File: config.mk
export PLATFORM = sky130hd
export DESIGN_NAME = store_write_buffer_flat
export DESIGN_NICKNAME = d
export VERILOG_FILES = /design/src/rtl/store_write_buffer_pkg.sv /design/src/rtl/store_write_buffer_if.sv /design/src/rtl/store_align.sv /design/src/rtl/store_write_buffer.sv /design/src/flat_wrapper.sv
export SDC_FILE = /design/constraint.sdc
export NUM_CORES = 1
export LEC_CHECK = 0
export BUFFER_PORTS_ARGS = -buffer_cell sky130_fd_sc_hd__buf_4
export CAP_MARGIN = 15
export CORE_ASPECT_RATIO = 1.75
export CORE_MARGIN = 1.5
export CORE_UTILIZATION = 64
export CTS_BUF_LIST = sky130_fd_sc_hd__clkbuf_2 sky130_fd_sc_hd__clkbuf_4 sky130_fd_sc_hd__clkbuf_8
export DETAILED_ROUTE_END_ITERATION = 8
export GPL_TIMING_DRIVEN = 0
export PLACE_DENSITY = 0.88
export SYNTH_ARGS = -nofsm -noshare
export SYNTH_HDL_FRONTEND = slang
export SYNTH_SLANG_ARGS = --single-unit
File: constraint.sdc
create_clock -name clock -period 8.9 [get_ports clock]
set_clock_uncertainty 0.15 [all_clocks]
set_input_delay 0 -clock clock [delete_from_list [all_inputs] [get_ports clock]]
set_output_delay 0 -clock clock [all_outputs]
set_load 0.005 [all_outputs]
File: src/rtl/store_write_buffer_pkg.sv
// rtl/store_write_buffer_pkg.sv - shared types and funct3 encodings for the store write buffer
package store_write_buffer_pkg;

   typedef logic [31:0] word_t;
   typedef logic [2:0]  funct3_t;
   typedef logic [3:0]  be_t;

   localparam funct3_t F3_SB  = 3'b000;
   localparam funct3_t F3_SH  = 3'b001;
   localparam funct3_t F3_SW  = 3'b010;
   localparam funct3_t F3_LB  = 3'b000;
   localparam funct3_t F3_LH  = 3'b001;
   localparam funct3_t F3_LW  = 3'b010;
   localparam funct3_t F3_LBU = 3'b100;
   localparam funct3_t F3_LHU = 3'b101;

   typedef struct packed {
      logic [29:0] addr;
      word_t       data;
      be_t         be;
   } store_entry_t;

   // Byte-lane mask for an access of size code sz at byte offset ofs; lanes past the word are dropped.
   function automatic be_t size_mask(input logic [1:0] sz, input logic [1:0] ofs);
      logic [7:0] m;
      case (sz)
         2'b00:   m = 8'h01;
         2'b01:   m = 8'h03;
         2'b10:   m = 8'h0f;
         default: m = 8'h00;
      endcase
      m = m << ofs;
      return m[3:0];
   endfunction

endpackage

File: src/rtl/store_write_buffer_if.sv
// rtl/store_write_buffer_if.sv - pipeline store/load-check and memory write signals of the buffer
interface store_write_buffer_if #(
   parameter int DEPTH = 4,
   parameter int CNT_W = $clog2(DEPTH) + 1
);
   import store_write_buffer_pkg::*;

   logic             st_valid;
   logic             st_ready;
   word_t            st_addr;
   word_t            st_data;
   funct3_t          st_type;
   logic             st_error;
   logic             ld_check;
   word_t            ld_addr;
   funct3_t          ld_type;
   logic             ld_conflict;
   logic             mem_wr_valid;
   logic             mem_wr_ready;
   word_t            mem_wr_addr;
   word_t            mem_wr_data;
   be_t              mem_wr_be;
   logic             empty;
   logic [CNT_W-1:0] count;

   modport master (
      output st_valid, st_addr, st_data, st_type, ld_check, ld_addr, ld_type, mem_wr_ready,
      input  st_ready, st_error, ld_conflict, mem_wr_valid, mem_wr_addr, mem_wr_data,
             mem_wr_be, empty, count
   );

   modport slave (
      input  st_valid, st_addr, st_data, st_type, ld_check, ld_addr, ld_type, mem_wr_ready,
      output st_ready, st_error, ld_conflict, mem_wr_valid, mem_wr_addr, mem_wr_data,
             mem_wr_be, empty, count
   );

endinterface

File: src/rtl/store_align.sv
// rtl/store_align.sv - store lane alignment/legality and load byte mask for the conflict check
module store_align
   import store_write_buffer_pkg::*;
(
   input  funct3_t    st_type,
   input  logic [1:0] st_ofs,
   input  word_t      st_data,
   input  funct3_t    ld_type,
   input  logic [1:0] ld_ofs,
   output be_t        st_be,
   output word_t      st_lane_data,
   output logic       st_bad,
   output be_t        ld_mask
);

   logic ld_legal;

   always_comb begin
      st_be        = size_mask(st_type[1:0], st_ofs);
      st_lane_data = st_data;
      st_bad       = 1'b0;
      case (st_type)
         F3_SB: st_lane_data = {4{st_data[7:0]}};
         F3_SH: begin
            st_lane_data = {2{st_data[15:0]}};
            st_bad       = st_ofs[0];
         end
         F3_SW:   st_bad = (st_ofs != 2'b00);
         default: st_bad = 1'b1;
      endcase
   end

   // Unsigned word loads and the 011 code do not exist, so they never conflict.
   assign ld_legal = (ld_type[1:0] != 2'b11) && !(ld_type[2] && ld_type[1]);
   assign ld_mask  = ld_legal ? size_mask(ld_type[1:0], ld_ofs) : 4'b0000;

endmodule

File: src/rtl/store_write_buffer.sv
// rtl/store_write_buffer.sv - in-order store FIFO draining to data memory with load hazard detection
module store_write_buffer
   import store_write_buffer_pkg::*;
#(
   parameter int DEPTH = 4,
   parameter int CNT_W = $clog2(DEPTH) + 1
)(
   input  logic                 clock,
   input  logic                 reset,
   store_write_buffer_if.slave  bus
);

   localparam int PTR_W = $clog2(DEPTH);

   store_entry_t     entries [DEPTH];
   logic [DEPTH-1:0] entry_vld;
   logic [PTR_W-1:0] head;
   logic [PTR_W-1:0] tail;
   logic [CNT_W-1:0] count_q;
   logic [CNT_W-1:0] count_nxt;
   logic             empty_q;
   logic             st_error_q;
   be_t              st_be;
   be_t              ld_mask;
   word_t            st_lane_data;
   logic             st_bad;
   logic             full;
   logic             push;
   logic             pop;
   logic             hit;

   store_align u_align (
      .st_type      (bus.st_type),
      .st_ofs       (bus.st_addr[1:0]),
      .st_data      (bus.st_data),
      .ld_type      (bus.ld_type),
      .ld_ofs       (bus.ld_addr[1:0]),
      .st_be        (st_be),
      .st_lane_data (st_lane_data),
      .st_bad       (st_bad),
      .ld_mask      (ld_mask)
   );

   assign full      = (count_q == CNT_W'(DEPTH));
   assign push      = bus.st_valid & ~full & ~st_bad;
   assign pop       = ~empty_q & bus.mem_wr_ready;
   assign count_nxt = count_q + CNT_W'(push) - CNT_W'(pop);

   always_ff @(posedge clock or negedge reset) begin
      if (!reset) begin
         head       <= '0;
         tail       <= '0;
         count_q    <= '0;
         empty_q    <= 1'b1;
         entry_vld  <= '0;
         st_error_q <= 1'b0;
      end else begin
         st_error_q <= bus.st_valid & st_bad;
         count_q    <= count_nxt;
         empty_q    <= (count_nxt == '0);
         if (push) begin
            tail            <= tail + PTR_W'(1);
            entry_vld[tail] <= 1'b1;
         end
         if (pop) begin
            head            <= head + PTR_W'(1);
            entry_vld[head] <= 1'b0;
         end
      end
   end

   // Payload needs no reset: the valid bits and the empty gating hide stale contents.
   always_ff @(posedge clock) begin
      if (push) begin
         entries[tail] <= '{addr: bus.st_addr[31:2], data: st_lane_data, be: st_be};
      end
   end

   // The entry being popped this cycle still counts, and so does the store arriving now.
   always_comb begin
      hit = 1'b0;
      for (int i = 0; i < DEPTH; i++) begin
         if (entry_vld[i] && (entries[i].addr == bus.ld_addr[31:2]) && |(entries[i].be & ld_mask)) begin
            hit = 1'b1;
         end
      end
      if (bus.st_valid && !st_bad && (bus.st_addr[31:2] == bus.ld_addr[31:2]) && |(st_be & ld_mask)) begin
         hit = 1'b1;
      end
   end

   assign bus.ld_conflict  = bus.ld_check & hit;
   assign bus.st_ready     = ~full;
   assign bus.st_error     = st_error_q;
   assign bus.mem_wr_valid = ~empty_q;
   assign bus.mem_wr_addr  = empty_q ? '0 : {entries[head].addr, 2'b00};
   assign bus.mem_wr_data  = empty_q ? '0 : entries[head].data;
   assign bus.mem_wr_be    = empty_q ? '0 : entries[head].be;
   assign bus.empty        = empty_q;
   assign bus.count        = count_q;

endmodule

File: src/flat_wrapper.sv
// flat-port wrapper written by rule: the top's interface ports become plain ports
module store_write_buffer_flat import store_write_buffer_pkg::*;
#(
   parameter int DEPTH = 4,
   parameter int CNT_W = $clog2(DEPTH) + 1
)
  (clock, reset, bus_st_valid, bus_st_addr, bus_st_data, bus_st_type, bus_ld_check, bus_ld_addr, bus_ld_type, bus_mem_wr_ready, bus_st_ready, bus_st_error, bus_ld_conflict, bus_mem_wr_valid, bus_mem_wr_addr, bus_mem_wr_data, bus_mem_wr_be, bus_empty, bus_count);
  store_write_buffer_if #(.DEPTH(DEPTH), .CNT_W(CNT_W)) bus_i ();
  input  logic clock;
  input  logic reset;
  input wire logic [$bits(bus_i.st_valid)-1:0] bus_st_valid;
  input wire logic [$bits(bus_i.st_addr)-1:0] bus_st_addr;
  input wire logic [$bits(bus_i.st_data)-1:0] bus_st_data;
  input wire logic [$bits(bus_i.st_type)-1:0] bus_st_type;
  input wire logic [$bits(bus_i.ld_check)-1:0] bus_ld_check;
  input wire logic [$bits(bus_i.ld_addr)-1:0] bus_ld_addr;
  input wire logic [$bits(bus_i.ld_type)-1:0] bus_ld_type;
  input wire logic [$bits(bus_i.mem_wr_ready)-1:0] bus_mem_wr_ready;
  output wire logic [$bits(bus_i.st_ready)-1:0] bus_st_ready;
  output wire logic [$bits(bus_i.st_error)-1:0] bus_st_error;
  output wire logic [$bits(bus_i.ld_conflict)-1:0] bus_ld_conflict;
  output wire logic [$bits(bus_i.mem_wr_valid)-1:0] bus_mem_wr_valid;
  output wire logic [$bits(bus_i.mem_wr_addr)-1:0] bus_mem_wr_addr;
  output wire logic [$bits(bus_i.mem_wr_data)-1:0] bus_mem_wr_data;
  output wire logic [$bits(bus_i.mem_wr_be)-1:0] bus_mem_wr_be;
  output wire logic [$bits(bus_i.empty)-1:0] bus_empty;
  output wire logic [$bits(bus_i.count)-1:0] bus_count;
  assign bus_i.st_valid = bus_st_valid;
  assign bus_i.st_addr = bus_st_addr;
  assign bus_i.st_data = bus_st_data;
  assign bus_i.st_type = bus_st_type;
  assign bus_i.ld_check = bus_ld_check;
  assign bus_i.ld_addr = bus_ld_addr;
  assign bus_i.ld_type = bus_ld_type;
  assign bus_i.mem_wr_ready = bus_mem_wr_ready;
  assign bus_st_ready = bus_i.st_ready;
  assign bus_st_error = bus_i.st_error;
  assign bus_ld_conflict = bus_i.ld_conflict;
  assign bus_mem_wr_valid = bus_i.mem_wr_valid;
  assign bus_mem_wr_addr = bus_i.mem_wr_addr;
  assign bus_mem_wr_data = bus_i.mem_wr_data;
  assign bus_mem_wr_be = bus_i.mem_wr_be;
  assign bus_empty = bus_i.empty;
  assign bus_count = bus_i.count;
  store_write_buffer #(.DEPTH(DEPTH), .CNT_W(CNT_W)) u_core (.clock(clock), .reset(reset), .bus(bus_i));
endmodule
== Word level (Yosys, flattened, before mapping) ==
Memory sizes are Yosys's and may differ from the RTL's.
Cells that the tools add are included.
Cells by class
  eq/ne operators: 13
  reduce and logical (&&, ||, !) cells: 27
  bitwise operators: 16
  muxes and demuxes: 21
  add/subtract/negate cells: 4
  magnitude comparators: 4
  shift operators: 2
Operator list (number)
  30-bit == test: 5
  32-bit two-way mux: 2
  32-bit one-hot mux with 2 select lines: 1
  4-bit bitwise AND: 6
  4-bit one-hot mux with 3 select lines: 2
  4-bit OR reduction: 5
  4-bit two-way mux: 4
  1-bit logical AND: 15
  1-bit two-way mux: 9
  8-bit by 2-bit << shifter with 4-bit output: 1
  3-bit zero test: 2
  2-bit by 3-bit less-than comparator with 1-bit output, second input constant: 2
  1-bit bitwise AND: 5
  2-bit by 1-bit adder with 2-bit output, second input constant: 2
  1-bit demux with 2-bit select: 2
  2-bit by 1-bit == test with 1-bit output, second input constant: 2
  2-bit == test, second input constant: 2
  2-bit by 1-bit greater-or-equal comparator with 1-bit output, second input constant: 2
  2-bit zero test: 2
  4-bit NOT: 1
  4-bit bitwise OR: 1
  4-bit by 2-bit << shifter with 4-bit output: 1
  3-bit by 1-bit adder with 3-bit output: 1
  3-bit by 1-bit == test with 1-bit output, second input constant: 1
  other kinds (8): 11
Word-level totals
  output and inout port bits: 76
  memory bits (writable): 264
  memories kept: 1
  register bits after elaboration: 13
  input bits: 107
  word-level logic and storage cells: 94
Memory list
  u_core.entries: words 4, bits a word 66, read ports 5, clocked after memory_dff 0, wr ports 1, RTL line store_write_buffer.sv:15  | store_entry_t entries [DEPTH];

== Longest topological paths before layout ==
  depth in word-level cells: 13
  mapped depth: 13
  depth with buffers taken out: 12

== By module ==
A second synthesis with hierarchy kept.
Second synthesis, totals
  cells, all modules: 819
  area, all modules: 13309.0 um2
By module, submodules not included
  store_write_buffer: times used 1, cells each 724, area an instance 12603.3 um2, sequential area each 8254.2 um2
  store_align: times used 1, cells each 95, area an instance 705.7 um2, sequential area each 0.0 um2

== Worst setup path before layout ==
OpenSTA, ideal clock, no wires.
  path kind: in2reg
  from: input bus_st_type[0]
  to: memory u_core.entries[0][0] (netlist name) (enable)
  data arrival time: 2.634 ns
  cell stages on the path: 8
  setup slack: 5.684 ns
  buffers on the path: 1
  required time: 8.318 ns
  library setup time: 0.432 ns
  cell sequence: inv_1 > ha_1 > nand2b_1 > a21o_1 > a21oi_1 > and3_1 > buf_2 > and2_1
Between the ends
  word-level cells in the longest chain between the ends: 6
  elaborated cells between the ends (all ways): 8
  those cells by class: eq/ne: 2; mux: 3; bitwise: 2; reduce/logical: 1
Ends and longest elaborated chain
  from (decl): RTL line flat_wrapper.sv:14  | input wire logic [$bits(bus_i.st_type)-1:0] bus_st_type;
  3-bit by 2-bit == test with 1-bit output (tied with other cells): RTL line store_align.sv:22  | case (st_type)
  1-bit one-hot mux with 3 select lines *: RTL line store_align.sv:22
  1-bit NOT *: RTL line store_write_buffer.sv:45  | assign push = bus.st_valid & ~full & ~st_bad;
  1-bit bitwise AND *: RTL line store_write_buffer.sv:45
  net u_core.push: RTL line store_write_buffer.sv:28  | logic push;
  1-bit two-way mux *: RTL line store_write_buffer.sv:74  | if (push) begin
  1-bit two-way mux (implied by the code) *: RTL line store_write_buffer.sv:75  | entries[tail] <= '{addr: bus.st_addr[31:2], data: st_lane_data, be: st_be};
  to (decl): RTL line store_write_buffer.sv:15
The timed path passes the listed nets; every way through them passes the cells marked *.

== Worst setup path after layout ==
  from: register u_core.head[1]
  to: output bus_mem_wr_addr[27]
Between the ends
  word-level cells in the longest chain between the ends: 2
Ends and longest elaborated chain
  from (decl): RTL line store_write_buffer.sv:17  | logic [PTR_W-1:0] head;
  from (signal assigned): RTL line store_write_buffer.sv:66  | head <= head + PTR_W'(1);
  memory 4 x 66 bit
  32-bit two-way mux: RTL line store_write_buffer.sv:96  | assign bus.mem_wr_addr = empty_q ? '0 : {entries[head].addr, 2'b00};
  to (decl): RTL line flat_wrapper.sv:23  | output wire logic [$bits(bus_i.mem_wr_addr)-1:0] bus_mem_wr_addr;
No other way between the ends.

==> impl_metrics.py <==
metrics = {
    "critical_path": {
        "required_ps": 8750,
        "cp_data_arrival_time_ps": 3060,
        "startpoint_type": "flop",
        "worstSetupEndpointType": "output port",
        "cpMostUsedCell": "buf_1",
        "worstSetupPathType": "reg -> out",
        "crit_chain": "buf_1 > buf_1 > mux4_2 > and2_1 > buf_4",
        "slowest_delay_ps": 790,
        "reg2reg_slack_ps": 6150,
        "critPathSlowestCell": "buf_1",
        "cp_max_fo": 10,
    },
    "power": {
        "irDropWorstVdd_uv": 215,
        "pwr_density_cell_nw_per_um2": 234,
        "p_leak_nw": 5.64,
    },
    "synthesis": {
        "synth.area.top_cells": "edfxtp_1, mux4_2, xnor2_1",
        "synth_top_area_frac": 0.604,
        "ys.flop_type": "edfxtp_1",
        "ys_ff_latch": 277,
        "synthArstFlopShare": 0.0469,
        "yosysTopAreaCell": "edfxtp_1",
        "avgSynthCellArea_um2": 16.1,
        "synth_area_um2": 13100,
        "synth_edf_count": 264,
        "synth_seq_area_share": 0.629,
        "yosys_warnings": 0,
        "synth_cells": 813,
        "synth_cell_types": 46,
    },
    "cts": {
        "cts.root.buffer_cell": "clkbuf_8",
        "cts_buffer_depth": 3,
        "tritoncts": "yes",
        "post_cts_buffers": 0,
        "cts-buffers-inserted": 37,
        "clock_latency_ps": 510,
        "htree_levels": 2,
        "clock_sinks": 277,
        "clk_pin_slew_worst_paths_ps": 70,
    },
    "sta": {
        "slew_headroom": 0.358,
        "rsz0062_at_grt": "false",
        "post-route-period-util": 0.360,
        "hold_violations": 0,
        "tightest_slew_ps": 963,
        "setup_viol": 0,
        "report.final.slew_viol_count": 0,
        "fmax_ghz": 0.312,
        "period_needed_ps": 3210,
        "tns_ps": 0,
        "hold_ws_ps": 101,
        "worst_slack_ps": 5690,
    },
    "floorplan": {
        "dieHeight_um": 192,
        "io-pin-count": 183,
        "row_count": 69,
        "die-area_um2": 21400,
        "coreArea_um2": 20200,
        "initial_core_util": 0.649,
        "fp.dieW_um": 111,
    },
    "finish": {
        "drive_gt1_frac": 0.290,
        "antenna_cells": 0,
        "final_net_count": 1205,
        "syn2layout_area_growth_pct": 22.6,
        "design_area_um2": 16100,
    },
    "route": {
        "wl_um": 35700,
        "wl_per_cell_um": 26.4,
        "drt-initial-drc-count": 642,
        "dr.pass1.iters": 5,
        "ant_nets": 0,
        "drt-vias-per-instance": 6.21,
        "drc": 0,
        "vias": 8389,
    },
    "placement": {
        "routabilityCongestion": 0.973,
        "hpwl_um": 24100,
        "place_area_um2": 14700,
        "dpl_worst_slack_ps": 5920,
        "portBuffers": 150,
    },
    "grt": {
        "grt_pass1_vias": 8785,
        "grt_pass1_wl_um": 51600,
        "grt_max_degree": 50,
        "antenna_found_initial": 0,
        "grt_usage": 0.332,
        "gr-total-overflow": 0,
    },
    "run": {
        "max_cap_viol_count": 0,
    },
    "run_status": {
        "status": "finished clean",
    },
    "hold_path": {
        "holdCritPathClass": "in -> reg",
    },
}
## timing repair
item,in CTS,in global routing
hold endpoints to repair,283,0
gates resized for setup,0,0
hold buffers,73,0
## worst max-delay path, delay by kind of cell, from the launching register on
family | cells | cell delay [ps]
AND/OR/NAND/NOR | 1 | 190
buffers and inverters | 3 | 1450
multiplexers | 1 | 430
flip-flops | 1 | 470
## Yosys cell counts (3+ instances only)
master / instances
a22o_1: 10
mux2_2: 9
a22oi_1: 11
clkbuf_1: 32
a2bb2oi_1: 4
nor2b_1: 4
dfrtp_1: 12
xor2_1: 48
o21ai_0: 12
nand2_1: 15
nand2b_1: 4
buf_2: 22
a21oi_1: 3
buf_1: 5
buf_4: 3
mux4_2: 66
and2_1: 70
xnor2_1: 104
nor3_1: 5
nand4_1: 29
nor2_1: 7
edfxtp_1: 264
inv_1: 15
ha_1: 17
nor4_1: 18
## layout by cell type (no fill, tap or decap), drive strengths merged, types with 15 or more instances in the layout
| master | n |
|---|---|
| edfxtp | 264 |
| buf | 184 |
| xnor2 | 104 |
| clkbuf | 80 |
| dlygate4sd3 | 73 |
| and2 | 70 |
| mux4 | 66 |
| xor2 | 48 |
| nand4 | 29 |
| nor4 | 18 |
| ha | 17 |
| inv | 15 |
| nand2 | 15 |
## cell families after synthesis
logic type | synth area share
DFF | 0.629
and+or+nand+nor | 0.0699
xor gates and xnor gates | 0.101
buffers and inverters | 0.0250
muxes | 0.122
AOI/OAI and AO/OA | 0.0347
adders and majority gates | 0.0177
other | 0.000286
## where the power goes
part           leakage [nW]  internal [mW]  switching (mW)
registers              2.54           1.50          0.0402
clock network         0.368          0.452           0.451
logic                  2.73          0.706           0.608
total                  5.64           2.66            1.10
## metrics by stage
step                      utilization  instances  power, mW
after detailed placement        0.726       1216       2.84
after CTS                       0.796       1351       3.75
after floorplan                     -        814       2.29
final                           0.796       1351       3.76
after global placement          0.721       1212       2.82
after global routing            0.796       1351       3.89
## flip-flops by register name (all words and copies together), names as in the netlist
register and flops:
u_core.entry_vld 4, u_core.bus.count 3, u_core.bus.empty 1, u_core.head 2, u_core.entries 264, u_core.tail 2
u_core.bus.st_error 1
## metal layers
| metal | global-route usage | part of all wire |
|---|---|---|
| met1 | 0.347 | 0.32 |
| met2 | 0.623 | 0.55 |
| met3 | 0.0424 | 0.057 |
| met4 | 0.214 | 0.074 |
| met5 | 0 | 0 |
## worst paths after layout
path	start	cells past startpoint	to
max reg2reg	u_core.head[1]	6	u_core.head[1]
max	u_core.head[1]	5	bus_mem_wr_addr[27]
min in group asynchronous	reset	3	u_core.entry_vld[1]
min reg2reg	u_core.bus.count[2]	1	u_core.bus.count[2]
max in group asynchronous	reset	3	u_core.head[0]
min	bus_st_addr[6]	2	u_core.entries[1][40]
## area by class of cell
cell class                 instances  area (µm²)
inverter                          15        56.3
tap                              248         310
multi-input combinational        460        4550
sequential                       277        8250
timing repair buffer             227        1960
fill                            1087        4120
clock buffer                      48         617
clock inverter                    14        62.6
buffer                            62         272
No activity file was read; power rests on OpenSTA's default activity.
